===== config.mk =====
export PLATFORM = sky130hd
export DESIGN_NAME = bsg_mem_2rw_sync_mask_write_bit_fwd
export DESIGN_NICKNAME = d
export VERILOG_FILES = /design/src/rtl/bsg_mem_2rw_sync_mask_write_bit_fwd.sv
export SDC_FILE = /design/constraint.sdc
export NUM_CORES = 1
export LEC_CHECK = 0
export CORE_ASPECT_RATIO = 2
export CORE_MARGIN = 5
export CORE_UTILIZATION = 51
export DETAILED_ROUTE_END_ITERATION = 8
export PLACE_DENSITY = 0.73
export SLEW_MARGIN = 10
export SYNTH_ARGS = -nofsm -noshare
export SYNTH_HDL_FRONTEND = slang
export SYNTH_SLANG_ARGS = --single-unit

===== constraint.sdc =====
create_clock -name clk_i -period 2.7 [get_ports clk_i]
set_clock_uncertainty 0.05 [all_clocks]
set_input_delay 0.405 -clock clk_i [delete_from_list [all_inputs] [get_ports clk_i]]
set_output_delay 0.405 -clock clk_i [all_outputs]
set_load 0.005 [all_outputs]

===== src/rtl/bsg_mem_2rw_sync_mask_write_bit_fwd.sv =====
// Dual-port synchronous bit-masked memory with same-address write merging, cross-port
// read-during-write forwarding, held read outputs and optional zero-init after reset.
module bsg_mem_2rw_sync_mask_write_bit_fwd #(
    parameter int unsigned width_p         = 8,
    parameter int unsigned els_p           = 6,
    parameter int unsigned addr_width_lp   = (els_p == 1) ? 1 : $clog2(els_p),
    parameter bit          init_on_reset_p = 1'b1
) (
    input  logic                     clk_i,
    input  logic                     reset_i,

    input  logic                     a_v_i,
    input  logic                     a_w_i,
    input  logic [addr_width_lp-1:0] a_addr_i,
    input  logic [width_p-1:0]       a_data_i,
    input  logic [width_p-1:0]       a_w_mask_i,

    input  logic                     b_v_i,
    input  logic                     b_w_i,
    input  logic [addr_width_lp-1:0] b_addr_i,
    input  logic [width_p-1:0]       b_data_i,
    input  logic [width_p-1:0]       b_w_mask_i,

    output logic [width_p-1:0]       a_data_o,
    output logic [width_p-1:0]       b_data_o,
    output logic                     ready_o,
    output logic                     ww_collision_o
);

    typedef enum logic [1:0] {StReset, StInit, StReady} state_e;

    state_e                   state_q, state_d;
    logic [addr_width_lp-1:0] cnt_q, cnt_d;
    logic [width_p-1:0]       mem [els_p];
    logic [width_p-1:0]       a_data_q, b_data_q;
    logic                     ww_q;

    logic               ready, init_we;
    logic               a_in_range, b_in_range, same_addr;
    logic               a_we, b_we, a_re, b_re;
    logic [width_p-1:0] a_old, b_old, a_wval, b_wval, a_merged, a_rval, b_rval;

    always_comb begin
        state_d = state_q;
        cnt_d   = cnt_q;
        case (state_q)
            StReset: state_d = init_on_reset_p ? StInit : StReady;
            StInit: begin
                if (cnt_q == addr_width_lp'(els_p - 1)) begin
                    state_d = StReady;
                    cnt_d   = '0;
                end else begin
                    cnt_d = cnt_q + 1'b1;
                end
            end
            StReady: state_d = StReady;
            default: state_d = StReset;
        endcase
    end

    always_ff @(posedge clk_i) begin
        if (reset_i) begin
            state_q <= StReset;
            cnt_q   <= '0;
        end else begin
            state_q <= state_d;
            cnt_q   <= cnt_d;
        end
    end

    always_comb begin
        ready      = (state_q == StReady);
        init_we    = (state_q == StInit) && !reset_i;
        a_in_range = (32'(a_addr_i) < els_p);
        b_in_range = (32'(b_addr_i) < els_p);
        // Out-of-range addresses never alias each other for collision or forwarding.
        same_addr  = a_in_range && b_in_range && (a_addr_i == b_addr_i);

        a_we = ready && a_v_i && a_w_i && a_in_range;
        b_we = ready && b_v_i && b_w_i && b_in_range;
        a_re = ready && a_v_i && !a_w_i;
        b_re = ready && b_v_i && !b_w_i;

        a_old = a_in_range ? mem[a_addr_i] : '0;
        b_old = b_in_range ? mem[b_addr_i] : '0;

        b_wval   = (b_old & ~b_w_mask_i) | (b_data_i & b_w_mask_i);
        a_merged = (a_old & ~a_w_mask_i) | (a_data_i & a_w_mask_i);
        // A is layered over B's result on a shared address, so A wins overlapping bits.
        a_wval   = (((b_we && same_addr) ? b_wval : a_old) & ~a_w_mask_i)
                 | (a_data_i & a_w_mask_i);

        a_rval = (b_we && same_addr) ? b_wval : a_old;
        b_rval = (a_we && same_addr) ? a_merged : b_old;
    end

    always_ff @(posedge clk_i) begin
        if (init_we) begin
            mem[cnt_q] <= '0;
        end else begin
            if (b_we) mem[b_addr_i] <= b_wval;
            if (a_we) mem[a_addr_i] <= a_wval;
        end
    end

    always_ff @(posedge clk_i) begin
        if (reset_i) begin
            a_data_q <= '0;
            b_data_q <= '0;
            ww_q     <= 1'b0;
        end else begin
            if (a_re) a_data_q <= a_rval;
            if (b_re) b_data_q <= b_rval;
            ww_q <= a_we && b_we && same_addr && (|(a_w_mask_i & b_w_mask_i));
        end
    end

    assign a_data_o       = a_data_q;
    assign b_data_o       = b_data_q;
    assign ready_o        = ready;
    assign ww_collision_o = ww_q;

endmodule


### Word level (Yosys, flattened, before mapping)

Memories as Yosys holds them, arrays and structs flattened.
Index checks and enable logic that the tools add are counted.

* register bits: 22
* bits in writable memories: 48
* output and inout port bits: 18
* memories kept: 1

Memory list
* mem: depth 6, width 8, read ports 2, clocked after memory_dff 0, wr ports 2, RTL line 34 `logic [width_p-1:0] mem [els_p];`

* add/sub/neg operators: 1
* $lt $le $gt $ge: 2
* equal/unequal tests: 5
* multiplexer cells: 18
* bitwise logic cells: 11
* reduce and logical (&&, ||, !) cells: 22

Operators by type and width (number)
* bitwise AND 8 bit: 6
* 2-to-1 mux 8 bit: 5
* bitwise OR 8 bit: 3
* logical AND 1 bit: 16
* inverter 8 bit: 2
* OR reduction 8 bit: 2
* 2-to-1 mux 1 bit: 9
* < comparator 3 bit (second input constant): 2
* 2-to-1 mux 3 bit: 2
* case mux 2 bit (3 select lines): 1
* adder 3 x 1 -> 3 bit (second input constant): 1
* == test 3 bit: 1
* == test 3 bit (second input constant): 1
* zero test 1 bit: 3
* == test 2 x 1 -> 1 bit (second input constant): 1
* == test 2 bit (second input constant): 1
* zero test 2 bit: 1
* 2-to-1 mux 2 bit: 1
* inequality test 2 bit (second input constant): 1

### Longest topological paths before layout

Gate-level depths: netlist (run 1).

* depth in word-level cells: 9
* gate-level depth with buffers: 9
* mapped depth without buffers: 7

### Worst setup path after synthesis (run 1)

No wires, ideal clock.

* kind: register to register
* start: reg state_q[0]
* end: mem mem[2][0], enable pin
* setup time: 0.384 ns
* data arrival time: 2.230 ns
* slack: 0.036 ns
* stages on the path, launching flop included: 8
* cell sequence: dfxtp_1 -> inv_1 -> ha_1 -> and3_1 -> buf_1 -> nand3_1 -> o22a_1 -> o21ai_0

RTL lines
* from (decl): RTL line 32 `state_e state_q, state_d;`
* from (signal assigned): RTL line 63 `state_q <= StReset;`
* from (signal assigned): RTL line 66 `state_q <= state_d;`
* to (decl): RTL line 34

==> results.cfg, run 1 <==
[run_status]
outcome = complete, no violations

[route]
route.final.wire_length_mm = 17.34
drc = 0
drt-initial-drc-count = 660
routedWlPerCell_um = 23.95
num_vias = 4642
drt_first_pass_iters = 7
detail-route-antenna-nets = 0
route.detailed.vias_per_inst = 6.412

[yosys]
yosys_register_bits = 70
synth-seq-area-share = 0.3752
synthesis.yosys.warnings = 0
synth-main-ff-cell = sky130_fd_sc_hd__edfxtp_1
post_synth_most_frequent_cells = sky130_fd_sc_hd__edfxtp_1 (48), sky130_fd_sc_hd__mux2i_1 (45), sky130_fd_sc_hd__o31ai_1 (42)
async_reset_ff_frac = 0
most_common_cell_in_the_netlist = sky130_fd_sc_hd__edfxtp_1
synthCells = 484
synth.net_count = 531
synthesized_area_um2 = 5016
yosys.cell_types.count = 52
yosysTopAreaCellShare = 0.2874
post_synth_main_area_contributors = sky130_fd_sc_hd__edfxtp_1 (29%), sky130_fd_sc_hd__mux2i_1 (9.0%), sky130_fd_sc_hd__dfxtp_1 (8.8%), sky130_fd_sc_hd__mux2_2 (7.6%), sky130_fd_sc_hd__o31ai_1 (6.3%)
synth_edf_count = 48
largest_area_contributor_in_the_synthesized_netlist = sky130_fd_sc_hd__edfxtp_1
post_synth.cell_area_avg_um2 = 10.36

[floorplanning]
floorplan.die.width_um = 80.13
core_region_um2 = 9699
floorplan.io_pins = 62
initial_utilization = 0.5172
fp.dieArea_um2 = 12040
die-height_um = 150.3
num_rows = 51

[layout]
areaGrowthSynthToFinish_pct = 29.03
design_area_um2 = 6472
nNetsFinal = 634
drive_gt1_frac = 0.2584
insertedDiodeCount = 0

[cts]
numCtsBuffers = 9
clock_tree.root_cell = sky130_fd_sc_hd__clkbuf_16
post_cts_hold_buffer_count = 0
insertion_delay_ns = 0.34
ctsResizeCount = 0
clock_sinks = 70
clockBufferDepth = 2
post_cts.repair.setup_buffers = 0
clk_pin_slew_ns = 0.06
htree_levels = 3
clock_tree_from_tritoncts = built

[setup_path]
timing.critical_path.from_type = input pin
worst-path-max-fanout = 21
timing.setup.critical_path_class = in2reg
cp-end-kind = flop
worst_ep_required_time_ns = 2.73
worstPathArrival_ns = 2.50

[sta]
timing_worst_slew_pin_value_ns = 0.4928
report.final.hold_viol_count = 0
clock.fmax_ghz = 0.4051
grt_setup_unrepaired = no
final.setup.worst_slack_ns = 0.2314
max-slew-margin-rel = 0.6703
report.final.setup_viol = 0
final.min_clock_period_ns = 2.469
timing.final.crit_share = 0.9143
final-max-slew-violation-count = 0

[place]
preCtsSetupSlack_ns = -0.06747
io_buffers = 61
detailed_place.area_um2 = 6181
routability_congestion_estimate_from_global_placement = 1.023
placed_wire_length_estimate_mm = 12.79

[global_routing]
grt_pass1_wl_mm = 26.33
number_of_global_route_vias_before_repair = 4969
globalRouteTotalUtil = 0.2997
grt.overflow.total = 0
maximum_number_of_pins_on_one_net_before_global_route_repair = 22
grt_antenna_before_repair = 0

[power]
power.density_nw_per_um2 = 516.7
worst_ir_drop_vdd_mv = 0.4648
power_leakage_uw = 0.002470

[run]
drv.max_cap_violation_count = 0

[worst_hold_path]
min-delay-path-class = reg2reg
==> path summary, 6_finish.rpt <==
path	slack, ns	from	cells past startpoint	end
worst min-delay path	0.42	b_data_o[5]	1	b_data_o[5]
worst max-delay path	0.23	a_addr_i[2]	7	mem[3][7]
worst min register to register	0.42	b_data_o[5]	1	b_data_o[5]
worst max register to register	0.27	state_q[1]	7	mem[5][4]
==> flip-flops by register name (all words and copies together) (netlist names) <==
signal,flops
mem,48
ww_collision_o,1
state_q,2
a_data_o,8
cnt_q,3
b_data_o,8
==> logic make-up (layout without fill, tap and decap cells) <==
group,after synthesis,in the layout,share of synthesized area
AOI/OAI and AO/OA,156,156,0.2297
and+or+nand+nor,103,103,0.1103
muxes,91,91,0.2140
DFF,70,70,0.3752
buffers and inverters,58,166,0.05512
adders and majority gates,3,3,0.007484
xor gates and xnor gates,3,3,0.008234
==> metal layers <==
layer | wire [um] | up-vias | track usage | part of all wire
met3 | 1093 | 111 | 0.05150 | 0.063
met2 | 8784 | 284 | 0.5199 | 0.51
li1 | - | 2096 | - | -
met5 | 0 | - | 0 | 0
met4 | 1701 | 0 | 0.2521 | 0.098
met1 | 5762 | 2151 | 0.3023 | 0.33
==> critical path, stage by stage <==
cell,delay (ns)
sky130_fd_sc_hd__clkdlybuf4s50_1,0.67
sky130_fd_sc_hd__buf_12,0.24
sky130_fd_sc_hd__mux2_2,0.36
sky130_fd_sc_hd__a221oi_2,0.21
sky130_fd_sc_hd__a21oi_1,0.12
sky130_fd_sc_hd__mux2i_4,0.33
sky130_fd_sc_hd__o31ai_1,0.12
==> area by class of cell <==
type / instances / area, um^2
fillers: 784 / 3227
multi-input cells: 356 / 2858
flip-flops and latches: 70 / 1882
repair buffers: 136 / 1224
clock buffers: 10 / 229.0
well taps: 132 / 165.2
clock inverters: 6 / 62.56
inverters: 14 / 52.55
==> placed cells by master, fill, tap and decap left out, types with 7 or more instances in the layout <==
master / instances
sky130_fd_sc_hd__a211o_1: 7
sky130_fd_sc_hd__mux2_2: 34
sky130_fd_sc_hd__mux2i_1: 45
sky130_fd_sc_hd__a22oi_1: 20
sky130_fd_sc_hd__edfxtp_1: 48
sky130_fd_sc_hd__a211oi_1: 9
sky130_fd_sc_hd__inv_1: 14
sky130_fd_sc_hd__nand2_1: 21
sky130_fd_sc_hd__a32o_1: 8
sky130_fd_sc_hd__nor2_1: 22
sky130_fd_sc_hd__o31ai_1: 42
sky130_fd_sc_hd__dfxtp_1: 22
sky130_fd_sc_hd__clkbuf_16: 9
sky130_fd_sc_hd__and2_1: 7
sky130_fd_sc_hd__clkdlybuf4s50_1: 61
sky130_fd_sc_hd__mux2i_4: 7
sky130_fd_sc_hd__nand2b_1: 9
sky130_fd_sc_hd__a21oi_1: 36
sky130_fd_sc_hd__buf_4: 71
sky130_fd_sc_hd__o21ai_0: 7
sky130_fd_sc_hd__nand3_1: 12
==> power breakdown <==
group          switching [uW]  internal (uW)  leakage, uW
sequential               53.7           1230     0.000650
clock                     464            713     0.000146
combinational             486            394      0.00167
total                    1000           2340      0.00247
==> metrics by stage <==
step           hold WS, ns  instances  utilization  power (uW)  TNS (ns)
4_1_cts             0.4215        724       0.6673        3328         0
2_1_floorplan       0.4157        484            -        1786         0
5_1_grt             0.4402        724       0.6673        3450         0
3_3_place_gp        0.4031        708       0.6373        2133         0
6_report            0.4170        724       0.6673        3344         0
3_5_place_dp        0.4086        708       0.6373        2162    -1.393
(Power assumes the default switching activity.)
==> run 2, diff against run 1 <==
CORE_UTILIZATION = 31   (was 51)
PLACE_DENSITY = not set   (was 0.73)
SLEW_MARGIN = 20   (was 10)
==> run 2 against run 1 <==
  * Register-to-register slack improved by 0.06 ns
  * Core utilization decreased by 25 points
  * First-iteration DRC count decreased by 59%
  * Final cell count increased by 8.8%
  * Sequential power barely moved
  * Die area grew 58%
  * Total power grew 0.70%
  * Hold slack about the same
  * Final area increased by 1.7%
  * Largest power group unchanged
==> results.cfg, run 2 (same netlist as run 1, synthesis figures left out) <==
[cts]
clockBufferDepth = 2
htree_levels = 3
clk_pin_slew_ns = 0.06
clock_tree_from_tritoncts = built
post_cts_hold_buffer_count = 0
clock_sinks = 70
post_cts.repair.setup_buffers = 0
insertion_delay_ns = 0.34
clock_tree.root_cell = sky130_fd_sc_hd__clkbuf_16
numCtsBuffers = 9
ctsResizeCount = 0

[layout]
drive_gt1_frac = 0.2487
areaGrowthSynthToFinish_pct = 31.23
largest-register = mem
max_reg_flops = 48
post-route-util = 0.4151
nNetsFinal = 629
layout.area.seq_um2 = 1882
combined_area_of_the_multi_input_logic_cells_um2 = 2858
num-fill-cells = 1525
insertedDiodeCount = 0
final_common_cell = sky130_fd_sc_hd__buf_4
layout.cells.most_common_list = sky130_fd_sc_hd__buf_4 (62), sky130_fd_sc_hd__clkdlybuf4s50_1 (61), sky130_fd_sc_hd__edfxtp_1 (48)

[route]
num_vias = 4537
detail-route-antenna-nets = 0
drt-initial-drc-count = 272
routedWlPerCell_um = 23.05
route.final.wire_length_mm = 18.17
drt_first_pass_iters = 5
route.detailed.vias_per_inst = 5.758
drc = 0

[global_routing]
globalRouteTotalUtil = 0.1928
globalRouteMet2Util = 0.3541
grt_pass1_wl_mm = 27.27
number_of_global_route_vias_before_repair = 4754
grt_most_used_layer = met2
maximum_number_of_pins_on_one_net_before_global_route_repair = 19
groute.layer.met1.usage = 0.1949
grt.overflow.total = 0
grt_antenna_before_repair = 0
grtUsageMet3 = 0.02789

[setup_path]
worst-path-max-fanout = 7
timing.setup.critical_path_class = in2reg
worstReg2RegEnd = mem[5][4]
cp-endpoint = mem[1][4]
critical_path.cell_chain = clkdlybuf4s50_1 -> buf_4 -> buf_4 -> mux2_4 -> a221oi_1 -> a21oi_1 -> mux2i_4 -> o31ai_1
worst_r2r_path_depth = 8
worst_ep_required_time_ns = 2.71
worstPathArrival_ns = 2.51
timing.critical_path.from = a_addr_i[2]
r2r_start = state_q[1]
critical-path-slowest-cell = sky130_fd_sc_hd__clkdlybuf4s50_1
cp-end-kind = flop
critPathMaxStageDelay_ns = 0.58
crit_path_frequent_cell = sky130_fd_sc_hd__buf_4
timing.reg2reg.setup_slack_ns = 0.33
timing.critical_path.from_type = input pin

[power]
power.density_nw_per_um2 = 511.6
power_leakage_uw = 0.002468
worst_ir_drop_vdd_mv = 0.3998

[sta]
hold_ws_ns = 0.4172
timing.final.crit_share = 0.9244
report.final.setup_viol = 0
max-slew-margin-rel = 0.6538
report.final.hold_viol_count = 0
clock.fmax_ghz = 0.4006
final-max-slew-violation-count = 0
final.setup.worst_slack_ns = 0.2040
final.min_clock_period_ns = 2.496
grt_setup_unrepaired = no
timing_worst_slew_pin_value_ns = 0.5193

[place]
preCtsSetupSlack_ns = -0.1196
io_buffers = 61
placed_wire_length_estimate_mm = 13.72
routability_congestion_estimate_from_global_placement = 0.9492

[run_status]
outcome = complete, no violations

[worst_hold_path]
min-delay-path-class = reg2reg

[floorplanning]
fp.dieArea_um2 = 18980
initial_utilization = 0.3163
floorplan.die.width_um = 99.95
die-height_um = 189.9
core_region_um2 = 15860
floorplan.io_pins = 62
num_rows = 65

[run]
drv.max_cap_violation_count = 0
run 2: worst min path at each step:
stage	slack, ns	to	start	cells past startpoint
floorplan	0.42	b_data_o[0]	b_data_o[0]	1
global placement	0.41	b_data_o[6]	b_data_o[6]	1
detailed placement	0.41	b_data_o[2]	b_data_o[2]	1
CTS	0.42	b_data_o[6]	b_data_o[6]	1
global route	0.44	b_data_o[3]	b_data_o[3]	1
finish	0.42	b_data_o[4]	b_data_o[4]	1
run 2: layout make-up:
cell class,instances,share of cell area
well taps,201,0.03821
flip-flops and latches,70,0.2859
repair buffers,131,0.1878
clock buffers,16,0.04600
inverters,14,0.007983
multi-input cells,356,0.4341
run 2: routing by layer:
layer  part of all wire  routed length (um)
met3              0.057                1042
met2               0.53                9687
met1               0.34                6198
met4              0.068                1237
met5                  0                   0
run 2: metrics by stage:
stage	cells	area [um^2]	TNS, ns	total power (uW)
finish	788	6583	0	3367
floorplan	484	5016	0	1786
global route	788	6583	0	3497
detailed placement	772	6280	-2.772	2171
global placement	772	6280	-1.259	2143
CTS	788	6583	0	3372
run 2: worst max-delay path, delay by kind of cell:
kind | cells | cell delay (ns)
buffers and inverters | 3 | 0.93
multiplexers | 2 | 0.60
AO/OA/AOI/OAI | 3 | 0.57
run 2: power breakdown:
group	switching, uW	total (uW)	internal, uW
combinational	483	874	390
sequential	51.6	1280	1230
clock	453	1210	756
==> run 3, diff against run 2 <==
CAP_MARGIN = 20   (was not set)
==> results of run 3 <==
No change in the layout: final DEF, timing and power equal those of run 2.
